## config.mk

```make
export PLATFORM = sky130hd
export DESIGN_NAME = lcm_beacon_filter
export DESIGN_NICKNAME = d
export VERILOG_FILES = /design/src/rtl/lcm_beacon_filter.sv
export SDC_FILE = /design/constraint.sdc
export NUM_CORES = 1
export LEC_CHECK = 0
export CAP_MARGIN = 5
export CORE_AREA = 2 2 218 220
export CTS_CLUSTER_DIAMETER = 40
export DETAILED_ROUTE_END_ITERATION = 6
export DIE_AREA = 0 0 220 222
export GPL_ROUTABILITY_DRIVEN = 0
export GPL_TIMING_DRIVEN = 0
export PLACE_DENSITY = 0.85
export SYNTH_ARGS = -nofsm -noshare
export SYNTH_HDL_FRONTEND = slang
export SYNTH_SLANG_ARGS = --single-unit
```

## constraint.sdc

```tcl
create_clock -name clk -period 2.6 [get_ports clk]
set_input_delay 0.39 -clock clk [delete_from_list [all_inputs] [get_ports clk]]
set_output_delay 0.39 -clock clk [all_outputs]
set_load 0.05 [all_outputs]
```

## src/rtl/lcm_beacon_filter.sv

```systemverilog
// lcm_beacon_filter
//   Splits the UM packet stream into beacon packets (to lcm) and everything
//   else (bypass toward esw). Every accepted word leaves exactly two cycles
//   after it entered, on exactly one port. The routing decision is taken from
//   the Ethernet header in word 1 and is carried per stage, so a packet keeps
//   its route through to its tail even if the next packet starts right behind it.
//
// Ports
//   clk, rst_n                    clock, async active-low reset
//   in_data[133:0]                [133:132] 01 head / 11 body / 10 tail,
//                                 [131:128] byte valid, [127:0] payload
//   in_data_wr                    word strobe
//   in_data_valid, _valid_wr      packet status (keep/discard), strobed with the tail
//   pktin_ready                   upstream may start a new packet next cycle
//   in_local_mac_id[47:0]         local MAC for destination match
//   lcm_pktin_ready               downstream ready from lcm
//   byp_pktin_ready               downstream ready from bypass consumer
//   out_lcm_*                     beacon stream
//   out_byp_*                     non-beacon stream
//   beacon_cnt, bypass_cnt,
//   discard_cnt[31:0]             saturating packet counters
module lcm_beacon_filter #(
    parameter logic [15:0] BEACON_ETYPE = 16'h1662,
    parameter bit          MATCH_DMAC   = 1'b1
) (
    input  logic         clk,
    input  logic         rst_n,
    input  logic [133:0] in_data,
    input  logic         in_data_wr,
    input  logic         in_data_valid,
    input  logic         in_data_valid_wr,
    output logic         pktin_ready,
    input  logic [47:0]  in_local_mac_id,
    input  logic         lcm_pktin_ready,
    input  logic         byp_pktin_ready,
    output logic [133:0] out_lcm_data,
    output logic         out_lcm_data_wr,
    output logic         out_lcm_data_valid,
    output logic         out_lcm_data_valid_wr,
    output logic [133:0] out_byp_data,
    output logic         out_byp_data_wr,
    output logic         out_byp_data_valid,
    output logic         out_byp_data_valid_wr,
    output logic [31:0]  beacon_cnt,
    output logic [31:0]  bypass_cnt,
    output logic [31:0]  discard_cnt
);

    typedef enum logic [1:0] {IDLE, WAIT_HDR, LCM, BYPASS} state_t;

    state_t state;
    logic   rst_done;

    // Stage 0. dest: 1 = lcm, 0 = bypass. pend marks a head whose route is
    // still unknown; it is resolved as it moves into stage 1.
    logic [133:0] s0_data;
    logic         s0_wr, s0_valid, s0_vwr, s0_dest, s0_pend;
    logic         s0_abort, s0_adest, s0_drop;

    // Stage 1 bookkeeping; the data/strobe part of stage 1 is the output ports.
    logic         s1_beacon, s1_bypass;
    logic [1:0]   s1_disc;

    logic         is_head, is_word, is_tail, pkt_open;
    logic         dst_ok, hdr_lcm, hdr_now, pend_dest, s1_dest;
    logic         to_lcm, to_byp, lcm_end, byp_end;
    logic [47:0]  dst_mac;

    assign is_head  = in_data_wr && (in_data[133:132] == 2'b01);
    assign is_word  = in_data_wr && (in_data[133:132] != 2'b01);
    assign is_tail  = in_data_wr && (in_data[133:132] == 2'b10);
    assign pkt_open = (state != IDLE);

    assign dst_mac  = in_data[127:80];
    assign dst_ok   = !MATCH_DMAC || (dst_mac == in_local_mac_id) ||
                      (dst_mac == 48'hFFFF_FFFF_FFFF);
    assign hdr_lcm  = (in_data[31:16] == BEACON_ETYPE) && dst_ok;

    // Word 1 at the input while the head sits in stage 0: its verdict routes
    // the head as well. If word 1 is late (gap) the head must leave without a
    // verdict, so the whole packet falls back to bypass.
    assign hdr_now   = (state == WAIT_HDR) && is_word;
    assign pend_dest = hdr_now && hdr_lcm;
    assign s1_dest   = s0_pend ? pend_dest : s0_dest;

    assign pktin_ready = rst_done && lcm_pktin_ready && byp_pktin_ready &&
                         (!pkt_open || is_tail);

    always_ff @(posedge clk or negedge rst_n) begin
        if (!rst_n) rst_done <= 1'b0;
        else        rst_done <= 1'b1;
    end

    // Input side: packet framing FSM and stage 0 load.
    always_ff @(posedge clk or negedge rst_n) begin
        if (!rst_n) begin
            state    <= IDLE;
            s0_data  <= '0;
            s0_wr    <= 1'b0;
            s0_valid <= 1'b0;
            s0_vwr   <= 1'b0;
            s0_dest  <= 1'b0;
            s0_pend  <= 1'b0;
            s0_abort <= 1'b0;
            s0_adest <= 1'b0;
            s0_drop  <= 1'b0;
        end else begin
            s0_wr    <= 1'b0;
            s0_valid <= 1'b0;
            s0_vwr   <= 1'b0;
            s0_dest  <= 1'b0;
            s0_pend  <= 1'b0;
            s0_abort <= 1'b0;
            s0_adest <= 1'b0;
            s0_drop  <= 1'b0;
            if (is_head) begin
                s0_wr    <= 1'b1;
                s0_data  <= in_data;
                // A head inside an open packet closes that packet as discarded
                // on whatever port it was using (bypass if still undecided).
                s0_abort <= pkt_open;
                s0_adest <= (state == LCM);
                if (in_data_valid_wr) begin
                    // Single-word packet: no header word, always bypass.
                    s0_vwr   <= 1'b1;
                    s0_valid <= in_data_valid;
                    state    <= IDLE;
                end else begin
                    s0_pend  <= 1'b1;
                    state    <= WAIT_HDR;
                end
            end else if (is_word) begin
                if (!pkt_open) begin
                    s0_drop <= 1'b1;    // orphan body/tail: counted, not forwarded
                end else begin
                    s0_wr    <= 1'b1;
                    s0_data  <= in_data;
                    s0_vwr   <= in_data_valid_wr;
                    s0_valid <= in_data_valid & in_data_valid_wr;
                    s0_dest  <= (state == WAIT_HDR) ? hdr_lcm : (state == LCM);
                    if (is_tail)
                        state <= IDLE;
                    else if (state == WAIT_HDR)
                        state <= hdr_lcm ? LCM : BYPASS;
                end
            end else if (state == WAIT_HDR) begin
                state <= BYPASS;        // head already left undecided
            end
        end
    end

    assign to_lcm  = s0_wr  &&  s1_dest;
    assign to_byp  = s0_wr  && !s1_dest;
    assign lcm_end = s0_vwr &&  s1_dest;
    assign byp_end = s0_vwr && !s1_dest;

    // Stage 1 = output registers. Idle port keeps its last data word.
    always_ff @(posedge clk or negedge rst_n) begin
        if (!rst_n) begin
            out_lcm_data          <= '0;
            out_lcm_data_wr       <= 1'b0;
            out_lcm_data_valid    <= 1'b0;
            out_lcm_data_valid_wr <= 1'b0;
            out_byp_data          <= '0;
            out_byp_data_wr       <= 1'b0;
            out_byp_data_valid    <= 1'b0;
            out_byp_data_valid_wr <= 1'b0;
            s1_beacon             <= 1'b0;
            s1_bypass             <= 1'b0;
            s1_disc               <= 2'd0;
        end else begin
            if (to_lcm) out_lcm_data <= s0_data;
            if (to_byp) out_byp_data <= s0_data;
            out_lcm_data_wr       <= to_lcm;
            out_byp_data_wr       <= to_byp;
            // A forced close rides along as a bare valid_wr with valid=0.
            out_lcm_data_valid_wr <= lcm_end || (s0_abort &&  s0_adest);
            out_byp_data_valid_wr <= byp_end || (s0_abort && !s0_adest);
            out_lcm_data_valid    <= lcm_end && s0_valid;
            out_byp_data_valid    <= byp_end && s0_valid;
            s1_beacon             <= lcm_end && s0_valid;
            s1_bypass             <= byp_end && s0_valid;
            s1_disc               <= {1'b0, s0_vwr && !s0_valid} +
                                     {1'b0, s0_abort} + {1'b0, s0_drop};
        end
    end

    // Counters follow stage 1 by one cycle.
    logic [32:0] beacon_sum, bypass_sum, discard_sum;
    assign beacon_sum  = {1'b0, beacon_cnt}  + {32'd0, s1_beacon};
    assign bypass_sum  = {1'b0, bypass_cnt}  + {32'd0, s1_bypass};
    assign discard_sum = {1'b0, discard_cnt} + {31'd0, s1_disc};

    always_ff @(posedge clk or negedge rst_n) begin
        if (!rst_n) begin
            beacon_cnt  <= '0;
            bypass_cnt  <= '0;
            discard_cnt <= '0;
        end else begin
            beacon_cnt  <= beacon_sum[32]  ? 32'hFFFF_FFFF : beacon_sum[31:0];
            bypass_cnt  <= bypass_sum[32]  ? 32'hFFFF_FFFF : bypass_sum[31:0];
            discard_cnt <= discard_sum[32] ? 32'hFFFF_FFFF : discard_sum[31:0];
        end
    end

endmodule

```

==> results of run 1 <==
-- how the worst max path moves through the flow --
stage / start / end / cells past startpoint
floorplan: discard_cnt[1]$_DFF_PN0_ / discard_cnt[10]$_DFF_PN0_ / 9
global placement: rst_n / discard_cnt[0]$_DFF_PN0_ / 1
detailed placement: in_data[121] / out_byp_data[127]$_DFFE_PN0P_ / 10
CTS: in_local_mac_id[16] / out_lcm_data[125]$_DFFE_PN0P_ / 11
global route: in_data[112] / out_lcm_data[125]$_DFFE_PN0P_ / 11
finish: in_data[86] / out_lcm_data[128]$_DFFE_PN0P_ / 12
-- repair_timing --
action | in CTS | in global routing
hold buffers | 1 | 0
gates cloned | 0 | 2
gates resized for setup | 35 | 17
hold endpoints to repair | 65 | 0
setup endpoints to repair | 363 | 480
buffers inserted | 8 | 3
pin swaps | 11 | 9
-- flip-flops by register name, summed over array words and instances, names as in the netlist, 2 cells and up --
signal	count
discard_cnt	32
out_byp_data	134
s0_data	134
bypass_cnt	32
state	2
beacon_cnt	32
s1_disc	2
out_lcm_data	134
-- worst max-delay path: cells and delay by family --
family	cells	cell delay [ns]
buffers and inverters	6	1.36
and+or+nand+nor	3	0.84
muxes	1	0.32
xor gates and xnor gates	1	0.21
AOI/OAI and AO/OA	1	0.04
-- cell type report --
cell class / instances / area [um^2]
antenna: 2 / 5.005
buffer: 69 / 446.7
clock buffer: 89 / 1991
clock inverter: 46 / 584.3
fill: 3222 / 15700
inverter: 20 / 77.57
multi-input combinational: 1154 / 7903
sequential: 517 / 12940
tap: 607 / 759.5
timing repair buffer: 576 / 5852
-- through the flow --
step	area [um^2]	worst slack (ns)
after CTS	30410	0.003725
after global placement	27530	-22.07
after global routing	30550	-0.07231
after floorplan	21180	0.02200
final	30560	-0.1014
after detailed placement	27640	-1.144
-- per-layer routing --
layer,GRT usage,wire length (um),up-vias
li1,-,-,7247
met2,0.4393,31690,825
met3,0.09259,6167,260
met4,0.1401,3687,6
met1,0.3294,25360,8359
met5,0,46,-
-- power by group through the flow --
| stage | clock, mW | sequential [mW] | combinational, mW |
|---|---|---|---|
| floorplan | 0 | 16.5 | 2.14 |
| global placement | 0 | 11.1 | 12.3 |
| detailed placement | 0 | 11.2 | 12.4 |
| CTS | 10.5 | 11.1 | 12.6 |
| global route | 10.9 | 11.3 | 13.0 |
| finish | 10.4 | 11.1 | 12.6 |
-- cell families after synthesis --
family / share of synthesized area
DFF: 0.6109
and+or+nand+nor: 0.1462
AOI/OAI and AO/OA: 0.01477
adders and majority gates: 0.005435
other: 0.0001771
muxes: 0.1537
xor gates and xnor gates: 0.04549
buffers and inverters: 0.02339
-- layout by cell type, fill, tap and decap left out, drive strengths merged, types with 13 or more instances in the layout --
master and n:
a21oi 23, and3 20, buf 47, clkbuf 130
clkdlybuf4s50 546, clkinv 17, dfrtp 517, inv 36
mux2 274, nand2 503, nand3 38, nand4 39
nor2 34, nor3 13, nor4 17, xnor2 16
xor2 94
==> key figures, run 1 <==
Worst setup path
  – CP Capture Type: flip-flop
  – Delay contributed by the slowest stage of the critical path: 0.57 ns
  – Data arrival at the endpoint of the critical path: 3.17 ns
  – Cell type of the slowest stage on the worst timing path: sky130_fd_sc_hd__clkdlybuf4s50_1
  – Logic depth of the worst register-to-register path: 9
  – Cell breakdown of the critical path: clkdlybuf4s50_1, xor2_1, nor4_2, nand4_1, nor3_4, buf_4, buf_6, a21oi_4, buf_4, buf_6, buf_6, mux2_1
  – Crit path top cell by count: sky130_fd_sc_hd__buf_6
  – Launch instance of the worst register-to-register path: state[1]$_DFFE_PN0P_
  – Kind of critical path: primary input to flip-flop
  – Worst path required time: 3.07 ns
  – Minimum setup slack among reg-to-reg paths: 0.13 ns
  – Startpoint type of the worst setup path: primary input
  – Highest net fanout along the worst path: 10
  – Terminus of the critical flop-to-flop path: out_lcm_data[128]$_DFFE_PN0P_

Timing
  – Final period demand of the worst path: 2.701 ns
  – Final hold slack: 0.1376 ns
  – Worst Setup Slack, final: -0.1014 ns
  – Number of endpoints failing setup at the final stage: 147
  – Worst Tran Pin Value: 0.9432 ns
  – Highest Clock Rate: 370.2 MHz
  – Final hold vios: 0
  – Post-route clock skew: 0.03039 ns
  – Final Cycle Share: 1.039
  – Fin. max-slew vios: 0
  – Worst slew margin relative to its limit: 0.3664
  – Setup TNS after final layout: -7.599 ns

Die
  – Die Y: 222 um
  – Area enclosed by the die boundary: 48840 um^2
  – Starting Density: 0.4578
  – Num ports: 560
  – Total core area: 46260 um^2
  – Horiz. Die Dim: 220 um
  – Site Rows: 79

Pwr
  – Flop pwr share: 0.326
  – Power per cell area: 1114 nW/um^2
  – Switch Pwr: 13.25 mW
  – Switching share of power: 0.3892
  – Share of power burned in the clock network: 0.305
  – Cell internal power dissipation: 20.80 mW
  – Peak VDD IR: 0.9729 mV
  – Share of total power in combinational logic: 0.369
  – Leakage power: 14.37 nW
  – Tot Pwr: 34.05 mW

Clock network
  – Max H-tree Level: 3
  – CTS tree: built
  – Clk buf depth: 3
  – Root buffer selected by CTS: sky130_fd_sc_hd__clkbuf_16
  – Worst skew pair latency: 0.60 ns
  – Clock Sink Count: 517
  – Clock transition at path regs: 0.05 ns
  – Clock buffer count from CTS: 74

Yosys
  – Largest area contributor in the netlist: sky130_fd_sc_hd__dfrtp_1
  – Netlist area before placement: 21180 um^2
  – Post-Syn Instances: 1762
  – Cell types occupying the most area after synthesis: sky130_fd_sc_hd__dfrtp_1, sky130_fd_sc_hd__mux2_2, sky130_fd_sc_hd__nand2_1
  – Synth Register Bits: 517
  – Top cell type's share of synthesized area: 0.6109
  – Number of enable-type register cells in the synthesized netlist: 0
  – Dominant cell by count in the synthesized netlist: sky130_fd_sc_hd__dfrtp_1
  – Post-synth ARST share: 1.000
  – Sequential area share after synthesis: 0.6109
  – Synth Flop Type: sky130_fd_sc_hd__dfrtp_1
  – Number of warnings reported in the yosys synthesis log: 0
  – Unique masters post-synth: 50
  – Post-Synthesis Net Count: 1959
  – Top cell types by occurrence after synthesis: sky130_fd_sc_hd__dfrtp_1, sky130_fd_sc_hd__nand2_1, sky130_fd_sc_hd__mux2_2
  – Post-Synthesis Mean Instance Area: 12.02 um^2

Final layout
  – Non-filler instance count after layout: 3080
  – Post-layout nets: 2609
  – Core utilization of the finished layout: 0.6606
  – Area growth syn-to-layout: 44.28%
  – Share of final-layout standard cells stronger than drive strength 1: 0.1720

Route
  – DR iter-0 viols: 1380
  – Total detailed-routing wirelength: 66.95 mm
  – Detailed-route vias per instance: 5.421
  – Per-cell routed wire length: 21.74 um
  – Antenna viol nets, final: 0
  – Via count: 16697
  – DRC violation count after routing: 0
  – Router iterations before antenna repair: 5

Global route
  – Initial antenna violation count: 5
  – Global-route wire length before repair: 102.2 mm
  – Global route total overflow: 0
  – Total routing resource utilization after global routing: 0.2746
  – Maximum number of pins on one net before global-route repair: 132
  – Vias in the first global route: 17568

Placement
  – Number of cells after detailed placement: 2931
  – Final HPWL DP: 47.27 mm
  – Number of buffers added on ports: 558

Worst hold path
  – Worst min-delay path startpoint: in_data_wr
  – WHS Endpoint: state[1]$_DFFE_PN0P_
  – Path type of the worst min-delay path: primary input to flip-flop
  – Worst hold path cell count: 2

Outcome
  – Status: finished, violations left
  – Failing checks: negative setup slack

Job
  – Max capacitance violation total: 0
No activity file was read; power rests on OpenSTA's default activity.
==> inputs of run 2 (changes only) <==
--- a/config.mk
+++ b/config.mk
@@ -12,7 +12,7 @@
 export DIE_AREA = 0 0 220 222
 export GPL_ROUTABILITY_DRIVEN = 0
 export GPL_TIMING_DRIVEN = 0
-export PLACE_DENSITY = 0.85
+export PLACE_DENSITY = 0.76
 export SYNTH_ARGS = -nofsm -noshare
 export SYNTH_HDL_FRONTEND = slang
 export SYNTH_SLANG_ARGS = --single-unit
==> run 2 against run 1 <==
  * The run now ends clean
  * Die area did not move
  * Critical path depth decreased by 3
  * Critical path type unchanged
  * Setup slack better by 0.15 ns
  * Largest power group unchanged
  * Cell count barely moved
  * Power decreased by 1.7%
  * Design area down 0.49%
  * Register-to-register slack improved by 0.04 ns
==> key figures, run 2 (same netlist as run 1, synthesis figures left out) <==
Placement
  – Number of cells after detailed placement: 2931 (unchanged)
  – Total placed instance area: 27640 um^2 (unchanged)
  – Number of buffers added on ports: 558 (unchanged)
  – Final HPWL DP: 47.15 mm (-0.26%)

Die
  – Num ports: 560 (unchanged)
  – Site Rows: 79 (unchanged)
  – Die Y: 222 um (unchanged)
  – Area enclosed by the die boundary: 48840 um^2 (unchanged)
  – Horiz. Die Dim: 220 um (unchanged)
  – Starting Density: 0.4578 (unchanged)
  – Total core area: 46260 um^2 (unchanged)

Pwr
  – Leakage power: 14.26 nW (-0.78%)
  – Peak VDD IR: 1.021 mV (+5.0%)
  – Power per cell area: 1101 nW/um^2 (-1.2%)

Worst setup path
  – Minimum setup slack among reg-to-reg paths: 0.17 ns (+0.04 ns)
  – Worst path required time: 3.06 ns (about the same)
  – Startpoint type of the worst setup path: primary input
  – Data arrival at the endpoint of the critical path: 3.01 ns (-0.16 ns)
  – Kind of critical path: primary input to flip-flop
  – CP Capture Type: flip-flop
  – Highest net fanout along the worst path: 10 (unchanged)
  – Logic depth of the worst register-to-register path: 8 (-1)

Clock network
  – Max H-tree Level: 3 (unchanged)
  – Clock transition at path regs: 0.05 ns (about the same)
  – Clk buf depth: 3 (unchanged)
  – CTS tree: built
  – Clock Sink Count: 517 (unchanged)
  – Root buffer selected by CTS: sky130_fd_sc_hd__clkbuf_16
  – Clock buffer count from CTS: 73 (-1.4%)
  – Worst skew pair latency: 0.59 ns (about the same)

Job
  – Max capacitance violation total: 0 (unchanged)

Timing
  – Highest Clock Rate: 392.1 MHz (+5.9%)
  – Final period demand of the worst path: 2.551 ns (-0.1507 ns)
  – Number of endpoints failing setup at the final stage: 0 (-100%)
  – RSZ-0062 raised after global routing: false
  – Post-route clock skew: 0.01927 ns (-0.01112 ns)
  – Final hold vios: 0 (unchanged)
  – Worst slew margin relative to its limit: 0.4274 (+0.06098)
  – Worst Tran Pin Value: 0.8524 ns (-0.09078 ns)
  – Fin. max-slew vios: 0 (unchanged)
  – Final Cycle Share: 0.9810 (-0.05797)

Route
  – Total detailed-routing wirelength: 64.48 mm (-3.7%)
  – Router iterations before antenna repair: 5 (unchanged)
  – DR iter-0 viols: 1018 (-26%)
  – Antenna viol nets, final: 0 (unchanged)
  – DRC violation count after routing: 0 (unchanged)
  – Detailed-route vias per instance: 5.263 (-2.9%)
  – Per-cell routed wire length: 20.95 um (-3.6%)
  – Via count: 16199 (-3.0%)

Final layout
  – Most common cell after layout, fill and taps aside: sky130_fd_sc_hd__clkdlybuf4s50_1
  – Share of final-layout standard cells stronger than drive strength 1: 0.1719 (about the same)
  – Area of all sequential standard cells: 12940 um^2 (unchanged)
  – Design Area, Final: 30410 um^2 (-0.49%)
  – Total area of multi-input combinational cells: 7891 um^2 (-0.14%)
  – Area growth syn-to-layout: 43.57%
  – Post-layout nets: 2603 (-0.23%)
  – Regs by FF count: out_byp_data (134), out_lcm_data (134), s0_data (134)
  – Most frequent cells in the layout: sky130_fd_sc_hd__clkdlybuf4s50_1, sky130_fd_sc_hd__dfrtp_1, sky130_fd_sc_hd__nand2_1, sky130_fd_sc_hd__mux2_2, sky130_fd_sc_hd__xor2_1
  – Non-filler instance count after layout: 3078 (-0.065%)
  – Number of inserted filler cells in the final layout: 3497 (+8.5%)

Global route
  – Global-route wire length before repair: 98.80 mm (-3.3%)
  – Global route total overflow: 0 (unchanged)
  – Vias in the first global route: 16930 (-3.6%)
  – Maximum number of pins on one net before global-route repair: 134 (+1.5%)
  – Initial antenna violation count: 6 (+1)
  – Total routing resource utilization after global routing: 0.2649 (-0.009744)

Worst hold path
  – Worst hold path cell count: 2 (unchanged)
  – Path type of the worst min-delay path: primary input to flip-flop

Outcome
  – Status: complete, no violations
==> run 2: changes by cell type in the layout (fill, tap and decap cells not counted), moves of 3 or more <==
cell,delta
sky130_fd_sc_hd__clkdlybuf4s50_1,-3
sky130_fd_sc_hd__clkinvlp_4,+5
sky130_fd_sc_hd__clkbuf_2,+5
sky130_fd_sc_hd__buf_6,+3
sky130_fd_sc_hd__dlymetal6s2s_1,-4
sky130_fd_sc_hd__bufinv_16,-5
sky130_fd_sc_hd__clkbuf_16,-4
sky130_fd_sc_hd__clkbuf_1,-6
sky130_fd_sc_hd__inv_6,+3
sky130_fd_sc_hd__dlygate4sd2_1,+7
sky130_fd_sc_hd__buf_4,-8
==> run 2: area by class of cell <==
| cell class | count | area share |
|---|---|---|
| sequential | 517 | 0.4255 |
| multi-input combinational | 1154 | 0.2595 |
| timing repair buffer | 571 | 0.1906 |
| clock buffer | 86 | 0.06403 |
| tap | 607 | 0.02498 |
| clock inverter | 50 | 0.01699 |
| buffer | 69 | 0.01551 |
| inverter | 20 | 0.002551 |
| antenna | 4 | 0.0003292 |
==> run 2: repair_timing <==
item	CTS	global route
cloned	1	0
hold buffers	1	0
buffers inserted	5	3
resized for setup	46	13
pin swaps	10	6
endpoints found under the hold margin	44	0
endpoints found under the setup margin	361	288
==> run 2: path summary, 6_finish.rpt <==
check                                         start                       endpoint
hold reg to reg            s0_data[131]$_DFFE_PN0P_       s0_data[131]$_DFFE_PN0P_
setup reg to reg               state[1]$_DFFE_PN0P_   out_lcm_data[21]$_DFFE_PN0P_
min in group asynchronous                     rst_n  out_byp_data[120]$_DFFE_PN0P_
setup / recovery                        in_data[98]   out_byp_data[30]$_DFFE_PN0P_
hold / removal                           in_data_wr           state[1]$_DFFE_PN0P_
max in group asynchronous                     rst_n   out_lcm_data[16]$_DFFE_PN0P_
==> run 2: routing by layer <==
metal  share of wire  global-route usage  vias up
li1                -                   -     7243
met1            0.39              0.3270     8194
met2            0.48              0.4274      626
met3           0.086             0.08546      130
met4           0.035              0.1113        6
met5         0.00053                   0        -
==> run 2: where the power goes <==
group	internal (mW)	leakage (nW)	switching, mW	total [mW]
clock	5.92	1.19	3.89	9.81
sequential	9.91	6.51	1.20	11.1
combinational	4.42	6.56	8.15	12.6
==> run 2: worst max-delay path: stages <==
cell and delay [ns]:
sky130_fd_sc_hd__clkdlybuf4s50_1 0.58, sky130_fd_sc_hd__nand4_1 0.17, sky130_fd_sc_hd__nor4_4 0.41, sky130_fd_sc_hd__nand3_2 0.22, sky130_fd_sc_hd__o32ai_4 0.28, sky130_fd_sc_hd__a211o_4 0.17, sky130_fd_sc_hd__bufbuf_16 0.27, sky130_fd_sc_hd__buf_6 0.16
sky130_fd_sc_hd__mux2_2 0.35
==> run 2: through the flow <==
step / util / power (mW) / TNS, ns / setup slack, ns / hold slack, ns
floorplan: - / 18.65 / 0 / 0.02200 / 0.09441
global placement: 0.5950 / 23.48 / - / -22.48 / 0.4691
detailed placement: 0.5975 / 23.68 / -333.32 / -1.152 / 0.3177
CTS: 0.6557 / 33.72 / 0 / 0.01027 / 0.08276
global route: 0.6573 / 34.66 / 0 / 0.002447 / 0.1167
finish: 0.6573 / 33.47 / 0 / 0.04935 / 0.1314
